--- src/rtl/fft_pkg.sv ---
// fft_pkg: shared constants, the packed complex-sample type and the
// index bit-reversal helper used by the FFT reorder block.
package fft_pkg;

  localparam int DATA_WIDTH = 50;
  localparam int LOG2_N     = 3;
  localparam int N_POINTS   = 1 << LOG2_N;

  // Packed complex sample: real half in the upper bits, imaginary in the lower.
  typedef struct packed {
    logic signed [DATA_WIDTH/2-1:0] re;
    logic signed [DATA_WIDTH/2-1:0] im;
  } cplx_t;

  // Reverse the low 'bits' bits of idx.
  function automatic int unsigned bitrev(input int unsigned idx, input int unsigned bits);
    int unsigned r;
    r = 0;
    for (int unsigned k = 0; k < bits; k++) begin
      r = (r << 1) | ((idx >> k) & 32'd1);
    end
    return r;
  endfunction

endpackage

--- src/rtl/fft_reorder_bank.sv ---
// fft_reorder_bank: one frame of sample storage, single write port and an
// asynchronous read port. Contents are deliberately not reset.
module fft_reorder_bank #(
  parameter int DATA_WIDTH = 50,
  parameter int ADDR_W     = 3
) (
  input  logic                  clk_i,
  input  logic                  we_i,
  input  logic [ADDR_W-1:0]     waddr_i,
  input  logic [DATA_WIDTH-1:0] wdata_i,
  input  logic [ADDR_W-1:0]     raddr_i,
  output logic [DATA_WIDTH-1:0] rdata_o
);

  logic [DATA_WIDTH-1:0] mem_q [1 << ADDR_W];

  // Capture the incoming sample at its bit-reversed slot.
  always_ff @(posedge clk_i) begin
    if (we_i) begin
      mem_q[waddr_i] <= wdata_i;
    end
  end

  assign rdata_o = mem_q[raddr_i];

endmodule

--- src/rtl/fft_bitrev_reorder.sv ---
// fft_bitrev_reorder: converts bit-reversed FFT output into natural order
// using two ping-pong frame banks. While one bank drains, the other fills,
// so sustained 1 sample/cycle is possible in both directions.
// Optional macro FFT_REORDER_SCALE_EN: arithmetic right shift of each
// output half by LOG2_N (floor), i.e. a 1/N normalisation.
module fft_bitrev_reorder #(
  parameter int DATA_WIDTH = fft_pkg::DATA_WIDTH,
  parameter int LOG2_N     = fft_pkg::LOG2_N
) (
  input  logic                  clk_i,
  input  logic                  rst_i,
  input  logic [DATA_WIDTH-1:0] signal_i,
  input  logic                  valid_i,
  output logic                  ready_o,
  output logic [DATA_WIDTH-1:0] signal_o,
  output logic                  valid_o,
  input  logic                  ready_i,
  output logic                  last_o
);

  import fft_pkg::*;

  localparam logic [LOG2_N-1:0] LAST_IDX = {LOG2_N{1'b1}};

  logic [1:0]            full_q, full_d;
  logic                  wr_bank_q, wr_bank_d;
  logic                  rd_bank_q, rd_bank_d;
  logic [LOG2_N-1:0]     wr_idx_q, wr_idx_d;
  logic [LOG2_N-1:0]     rd_idx_q, rd_idx_d;
  logic                  in_fire, out_fire, valid_int;
  logic [LOG2_N-1:0]     wr_addr;
  logic [DATA_WIDTH-1:0] rdata [2];

  // Output scaling: floor division of each half by 2**LOG2_N when enabled.
  function automatic logic [DATA_WIDTH-1:0] scale_out(input logic [DATA_WIDTH-1:0] s);
`ifdef FFT_REORDER_SCALE_EN
    logic signed [DATA_WIDTH-DATA_WIDTH/2-1:0] re;
    logic signed [DATA_WIDTH/2-1:0]            im;
    re = s[DATA_WIDTH-1:DATA_WIDTH/2];
    im = s[DATA_WIDTH/2-1:0];
    re = re >>> LOG2_N;
    im = im >>> LOG2_N;
    return {re, im};
`else
    return s;
`endif
  endfunction

  assign ready_o   = !full_q[wr_bank_q] && !rst_i;
  assign valid_int = full_q[rd_bank_q] && !rst_i;
  assign in_fire   = valid_i && ready_o;
  assign out_fire  = valid_int && ready_i;
  assign wr_addr   = LOG2_N'(bitrev(32'(wr_idx_q), 32'(LOG2_N)));

  assign valid_o  = valid_int;
  assign last_o   = valid_int && (rd_idx_q == LAST_IDX);
  assign signal_o = valid_int ? scale_out(rdata[rd_bank_q]) : '0;

  for (genvar b = 0; b < 2; b++) begin : g_bank
    fft_reorder_bank #(
      .DATA_WIDTH (DATA_WIDTH),
      .ADDR_W     (LOG2_N)
    ) u_bank (
      .clk_i   (clk_i),
      .we_i    (in_fire && (wr_bank_q == 1'(b))),
      .waddr_i (wr_addr),
      .wdata_i (signal_i),
      .raddr_i (rd_idx_q),
      .rdata_o (rdata[b])
    );
  end

  // Pointer and full-flag updates; fill and drain always target different banks.
  always_comb begin
    full_d    = full_q;
    wr_bank_d = wr_bank_q;
    rd_bank_d = rd_bank_q;
    wr_idx_d  = wr_idx_q;
    rd_idx_d  = rd_idx_q;
    if (in_fire) begin
      wr_idx_d = wr_idx_q + 1'b1;
      if (wr_idx_q == LAST_IDX) begin
        full_d[wr_bank_q] = 1'b1;
        wr_bank_d         = !wr_bank_q;
      end
    end
    if (out_fire) begin
      rd_idx_d = rd_idx_q + 1'b1;
      if (rd_idx_q == LAST_IDX) begin
        full_d[rd_bank_q] = 1'b0;
        rd_bank_d         = !rd_bank_q;
      end
    end
  end

  // Control state register; reset drops any partial or pending frame.
  always_ff @(posedge clk_i) begin
    if (rst_i) begin
      full_q    <= '0;
      wr_bank_q <= 1'b0;
      rd_bank_q <= 1'b0;
      wr_idx_q  <= '0;
      rd_idx_q  <= '0;
    end else begin
      full_q    <= full_d;
      wr_bank_q <= wr_bank_d;
      rd_bank_q <= rd_bank_d;
      wr_idx_q  <= wr_idx_d;
      rd_idx_q  <= rd_idx_d;
    end
  end

endmodule

--- config.mk ---
export PLATFORM = sky130hd
export DESIGN_NAME = fft_bitrev_reorder
export DESIGN_NICKNAME = d
export VERILOG_FILES = /design/src/rtl/fft_pkg.sv /design/src/rtl/fft_reorder_bank.sv /design/src/rtl/fft_bitrev_reorder.sv
export SDC_FILE = /design/constraint.sdc
export NUM_CORES = 1
export LEC_CHECK = 0
export BUFFER_PORTS_ARGS = -buffer_cell sky130_fd_sc_hd__buf_4
export CORE_MARGIN = 4
export CORE_UTILIZATION = 60
export DETAILED_ROUTE_END_ITERATION = 10
export GPL_ROUTABILITY_DRIVEN = 0
export PLACE_DENSITY = 0.77
export SYNTH_ARGS = -nofsm -noshare
export SYNTH_HDL_FRONTEND = slang
export SYNTH_SLANG_ARGS = --single-unit
--- constraint.sdc ---
create_clock -name clk_i -period 9.1 [get_ports clk_i]
set_input_delay 1.82 -clock clk_i [delete_from_list [all_inputs] [get_ports clk_i]]
set_output_delay 1.82 -clock clk_i [all_outputs]
set_load 0.01 [all_outputs]
==> flow_metrics.tcl, run 1 <==
set metrics [dict create \
    path_max_fanout 39 \
    crit_path_start_kind "primary input" \
    hold_depth 2 \
    fin_cells 2302 \
    dieArea_mm2 0.0556 \
    r2r_setup_slack_ns 6.52 \
    synth_xor_area_frac 0 \
    die_w_um 236 \
    max_stage_delay_ns 0.63 \
    timing.fmax_mhz 177 \
    grt_max_degree 104 \
    yosys.cell_types.count 37 \
    postRouteAntennaNets 0 \
    synth_simple_gate_area_frac 0.00925 \
    setup_tns_ns 0 \
    drt_first_iter_violations 2076 \
    via_per_inst 6.60 \
    timing.rr.end "g_bank[1].u_bank.mem_q[4][13]" \
    core_area_mm2 0.0513 \
    final_nets 1620 \
    yosysSeqAreaShare 0.780 \
    gr-total-overflow 0 \
    drive_gt1_frac 0.335 \
    route.detailed.drc 0 \
    p_int_mw 6.02 \
    pwr-share-comb 0.014 \
    synth.cell_area_mm2 0.0311 \
    htreeDepth 3 \
    period_share 0.622 \
    crit_top_cell "buf_4" \
    finalCriticalPeriod_ns 5.66 \
    finClkSkew_ns 0.0231 \
    crit_type "primary input to primary output" \
    hpwl_um 32400 \
    synthAdderAreaFrac 0.00322 \
    num_rows 83 \
    hold_violations 0 \
    synth_top_family_by_area "multiplexers" \
    seqPwrFrac 0.554 \
    peakVddDrop_mv 0.137 \
    cts_resized 0 \
    clockBufferDepth 3 \
    maxSlewHeadroom 0.228 \
    start_util 0.607 \
    clockPowerShare 0.432 \
    synth_mux_area_frac 0.150 \
    power_switching_mw 1.46 \
    cts_setup_buffers 0 \
    syn_nets 1500 \
    outcome "completed" \
    grt_first_pass_wirelength_um 102000 \
    ys.warnings.count 0 \
    clkTransAtPathRegs_ns 0.06 \
    hold_start "rd_idx_q[2]" \
    antenna_found_initial 6 \
    grt.total_usage 0.246 \
    required_ns 7.28 \
    grt_pass1_vias 15800 \
    dr.pass1.iters 7 \
    cp.arrival_ns 3.84 \
    rsz0062_at_grt "false" \
    tritoncts "done" \
    numClockSinks 813 \
    final_common_cell "edfxtp_1" \
    slew_violations 0 \
    r2r_start "full_q[1]" \
    drv_cap 0 \
    numPortBuffers 106 \
    dieHeight_um 236 \
    num_vias 15200 \
    p_sw_frac 0.195 \
    critPathBufInv 3 \
    synthCells 1438 \
    powerDensity_mw_per_mm2 213 \
    avgSynthCellArea_um2 21.6 \
    critPathTopFamily "buffers and inverters" \
    cts-root-buf "clkbuf_16" \
    insertion_delay_ns 0.63 \
    hold_path.class "flip-flop to flip-flop" \
    setup_viol 0 \
    tightest_slew_ns 1.16 \
    mostFrequentLayoutCells "800 x edfxtp_1, 153 x mux2_2, 124 x mux4_2, 121 x buf_4, 80 x clkbuf_16" \
    numCtsBuffers 78 \
    hold_buffers 0 \
    ys_ff_latch 813 \
    synth_compound_area_frac 0.0423 \
    syn_to_final_growth_pct 12.8 \
    wirelength_um 68200 \
    worst_path_max_delay_cell "buf_4" \
    dp.cells 2157 \
    crit_path_cell_trace "buf_4 -> nand3b_1 -> buf_4 -> o22ai_1 -> buf_4" \
    cp-end-kind "primary output" \
    leakagePower_nw 10.8 \
    io_pins 107 \
    wl_per_cell_um 29.6 \
    ff2ff_path_depth 3 \
]
## worst max-delay path by stage
stage / startpoint / to / slack [ns] / depth (start not counted)
3_3_place_gp: rst_i / signal_o[48] / 3.62 / 5
4_1_cts: rst_i / signal_o[6] / 3.47 / 5
3_5_place_dp: rst_i / signal_o[48] / 3.54 / 5
6_report: rst_i / signal_o[48] / 3.44 / 5
5_1_grt: rst_i / signal_o[2] / 3.29 / 5
2_1_floorplan: rst_i / signal_o[10] / 4.53 / 5
## power by group through the flow
stage | Combinational (mW) | Sequential, mW | Clock [mW]
after global routing | 0.118 | 4.14 | 3.43
after floorplan | 0.0283 | 4.22 | 0
after detailed placement | 0.107 | 4.22 | 0
final | 0.108 | 4.14 | 3.23
after CTS | 0.108 | 4.14 | 3.25
after global placement | 0.101 | 4.22 | 0
## synth_stat cells, drive strengths merged
library cell  instances  area share
nand2b                2     0.00040
nor4bb                3     0.00096
a21oi                 9      0.0014
or4b                  3     0.00096
clkbuf               20      0.0024
dfxtp                13      0.0084
nor4b                 3      0.0010
inv                   6     0.00072
mux2                153       0.055
nand3b                1     0.00024
a311oi                1     0.00028
a22oi                50       0.012
buf                  63       0.012
mux4                124       0.090
o21ai                13      0.0021
edfxtp              800        0.77
o31a                  1     0.00028
ha                    8      0.0032
or2                   1     0.00020
nand2                 4     0.00048
and3                 12      0.0024
or3b                  1     0.00028
nand3                 1     0.00016
or3                   1     0.00020
o31ai                44       0.011
nor2                  3     0.00036
mux2i                14      0.0046
or4                   3     0.00072
and2                  4     0.00080
o22ai                77       0.015
## cell type report
type | count | area, um^2
clock inverters | 44 | 472
fillers | 3103 | 16200
inverters | 6 | 22.5
diodes | 3 | 7.51
clock buffers | 97 | 2070
repair buffers | 123 | 933
multi-input cells | 536 | 6470
well taps | 680 | 851
flip-flops and latches | 813 | 24300
## layer usage
layer	vias to the layer above	GRT usage	routed length, um
li1	6325	-	-
met1	7936	0.343	26400
met2	787	0.390	33700
met3	147	0.0514	5880
met4	6	0.101	2080
met5	-	0	45
## tightest hold or removal path, stage by stage, from the launching register on
cell and delay, ns:
dfxtp_1 0.31, o31ai_1 0.06, a21oi_1 0.08
## logic make-up (layout without fill, tap and decap cells)
| kind of cell | count (synthesis) | after routing |
|---|---|---|
| other | 0 | 3 |
| flip-flops | 813 | 813 |
| buffers and inverters | 89 | 270 |
| AO/OA/AOI/OAI | 195 | 195 |
| multiplexers | 291 | 291 |
| adder cells (fa/ha/maj) | 8 | 8 |
| AND/OR/NAND/NOR | 42 | 42 |
## metrics by stage
| step | total power [mW] | util | hold slack, ns | area [um^2] | setup WS (ns) |
|---|---|---|---|---|---|
| after floorplan | 4.25 | - | 0.466 | 31100 | 4.53 |
| after global placement | 4.32 | 0.635 | 0.480 | 32600 | 3.62 |
| after detailed placement | 4.33 | 0.635 | 0.492 | 32600 | 3.54 |
| after CTS | 7.50 | 0.684 | 0.501 | 35100 | 3.47 |
| after global routing | 7.68 | 0.684 | 0.533 | 35100 | 3.29 |
| final | 7.48 | 0.684 | 0.498 | 35100 | 3.44 |
## sequential cells by signal, summed over array words and instances (netlist names), named ones only
signal	cells
g_bank.u_bank.mem_q	800
rd_idx_q	3
wr_idx_q	3
full_q	2
rd_bank_q	1
wr_bank_q	1
Power figures use the tool's default switching activity.
==> run 2, diff against run 1 <==
- clock period: 9.1 -> 5.52 ns (I/O delays scaled with it)
==> run 2 against run 1 <==
Combinational power up 59%. Register-to-register slack got worse by 3.5 ns. Clock-buffer cell count up 6. Clock skew shrank 0.0043 ns. Hold slack better by 0.021 ns. Sequential share of layout area up 0.18 points. Clock power rose by 55%. Worst setup slack worse by 2.3 ns. Design area fell by 0.26%. Final cell count rose by 0.22%. Sequential power is 65% higher. First-iteration DRC count shrank 27%. Critical path type is now flip-flop to primary output. Highest routed layer unchanged.
==> flow_metrics.tcl, run 2 (same netlist as run 1, synthesis figures left out) <==
set metrics [dict create \
    via_per_inst 6.50 \
    setup_viol 0 \
    route.detailed.drc 0 \
    clkTransAtPathRegs_ns 0.06 \
    drive_gt1_frac 0.332 \
    wl_per_cell_um 28.7 \
    seq_area_mm2 0.0243 \
    nFillCells 3082 \
    final_common_cell "edfxtp_1" \
    cp.arrival_ns 3.27 \
    p_int_mw 9.70 \
    die_w_um 236 \
    numClockSinks 813 \
    r2r_start "full_q[0]" \
    mostFrequentLayoutCells "800 x edfxtp_1, 153 x mux2_2, 124 x mux4_2, 122 x buf_4, 81 x clkbuf_16" \
    setup_tns_ns 0 \
    start_util 0.607 \
    num_vias 15000 \
    wirelength_um 66300 \
    hpwl_um 31900 \
    dp.cells 2161 \
    busiest_layer "met2" \
    cts-root-buf "clkbuf_16" \
    cts_setup_buffers 0 \
    grt_pass1_vias 15500 \
    finalCriticalPeriod_ns 4.37 \
    largest_reg_flops 800 \
    grt_first_pass_wirelength_um 99300 \
    clockPowerShare 0.417 \
    crit_top_cell "buf_4" \
    gr-total-overflow 0 \
    antenna_found_initial 5 \
    crit_path_start_kind "flip-flop" \
    grt.total_usage 0.240 \
    period_share 0.792 \
    powerDensity_mw_per_mm2 343 \
    numCtsBuffers 80 \
    required_ns 4.42 \
    syn_to_final_growth_pct 12.5 \
    timing.fmax_mhz 229 \
    r2r_setup_slack_ns 2.99 \
    finalPower_mw 12.0 \
    dr.pass1.iters 7 \
    power_switching_mw 2.30 \
    io_pins 107 \
    hold_violations 0 \
    hold_start "wr_idx_q[1]" \
    drt_first_iter_violations 1511 \
    worst_path_max_delay_cell "buf_4" \
    critPathBufInv 3 \
    hold_slack_ns 0.519 \
    finClkSkew_ns 0.0188 \
    pwr-share-comb 0.014 \
    reg_top3 "g_bank.u_bank.mem_q: 800 flops, rd_idx_q: 3 flops, wr_idx_q: 3 flops" \
    multi_input_area_mm2 0.00647 \
    num_rows 83 \
    p_sw_frac 0.192 \
    grt_max_degree 61 \
    core_area_mm2 0.0513 \
    top_register "g_bank.u_bank.mem_q" \
    postRouteAntennaNets 0 \
    seqPwrFrac 0.569 \
    drv_cap 0 \
    peakVddDrop_mv 0.266 \
    htreeDepth 3 \
    fin_cells 2307 \
    numPortBuffers 106 \
    clockBufferDepth 3 \
    dieHeight_um 236 \
    path_max_fanout 49 \
    grt_use_met1 0.330 \
    insertion_delay_ns 0.61 \
    hold_path.class "flip-flop to flip-flop" \
    slew_violations 0 \
    crit_type "flip-flop to primary output" \
    hold_buffers 0 \
    outcome "completed" \
    final_nets 1626 \
    tritoncts "done" \
    crit_path_cell_trace "buf_4 -> nor4bb_4 -> buf_4 -> a22oi_1 -> o31ai_1 -> buf_4" \
    critPathTopFamily "buffers and inverters" \
    grt_use_met3 0.0449 \
    met2_usage 0.396 \
    cp-end-kind "primary output" \
    max_stage_delay_ns 0.61 \
    maxSlewHeadroom 0.281 \
    rsz0062_at_grt "false" \
    cts_resized 0 \
    leakagePower_nw 10.8 \
    tightest_slew_ns 1.08 \
    dieArea_mm2 0.0556 \
]
[run 2: per-layer routing]
layer | routed length (um) | vias to the layer above
li1 | - | 6342
met1 | 25800 | 7871
met2 | 33600 | 657
met3 | 5050 | 116
met4 | 1750 | 4
met5 | 26 | -
[run 2: path summary, 6_finish.rpt]
check	end	cells after the start
setup reg to reg	g_bank[0].u_bank.mem_q[7][8]	4
hold reg to reg	wr_idx_q[1]	2
setup / recovery	signal_o[2]	6
hold / removal	wr_idx_q[1]	2
[run 2: per-stage QoR]
| stage | util | worst slack, ns | instance area [um^2] |
|---|---|---|---|
| floorplan | - | 2.05 | 31100 |
| global placement | 0.636 | 1.61 | 32600 |
| detailed placement | 0.636 | 1.43 | 32600 |
| CTS | 0.682 | 1.12 | 35000 |
| global route | 0.683 | 1.01 | 35000 |
| finish | 0.683 | 1.15 | 35000 |
[run 2: layout make-up]
class / instances / area share
Sequential cell: 813 / 0.694
Multi-Input combinational cell: 536 / 0.185
Clock buffer: 103 / 0.0602
Timing Repair Buffer: 127 / 0.0286
Tap cell: 680 / 0.0243
Clock inverter: 39 / 0.00772
Inverter: 6 / 0.000643
Antenna cell: 3 / 0.000214
[run 2: worst register-to-register path, stage by stage (launching register included)]
cell	delay, ns
dfxtp_1	0.44
nor4b_2	0.68
nand2_1	0.18
inv_2	0.07
buf_4	0.72
[run 2: power groups by stage]
stage	combinational (mW)	sequential [mW]	clock, mW
floorplan	0.0466	6.96	0
global placement	0.159	6.95	0
detailed placement	0.171	6.95	0
global route	0.188	6.82	5.34
finish	0.172	6.82	5.01
CTS	0.172	6.83	5.06
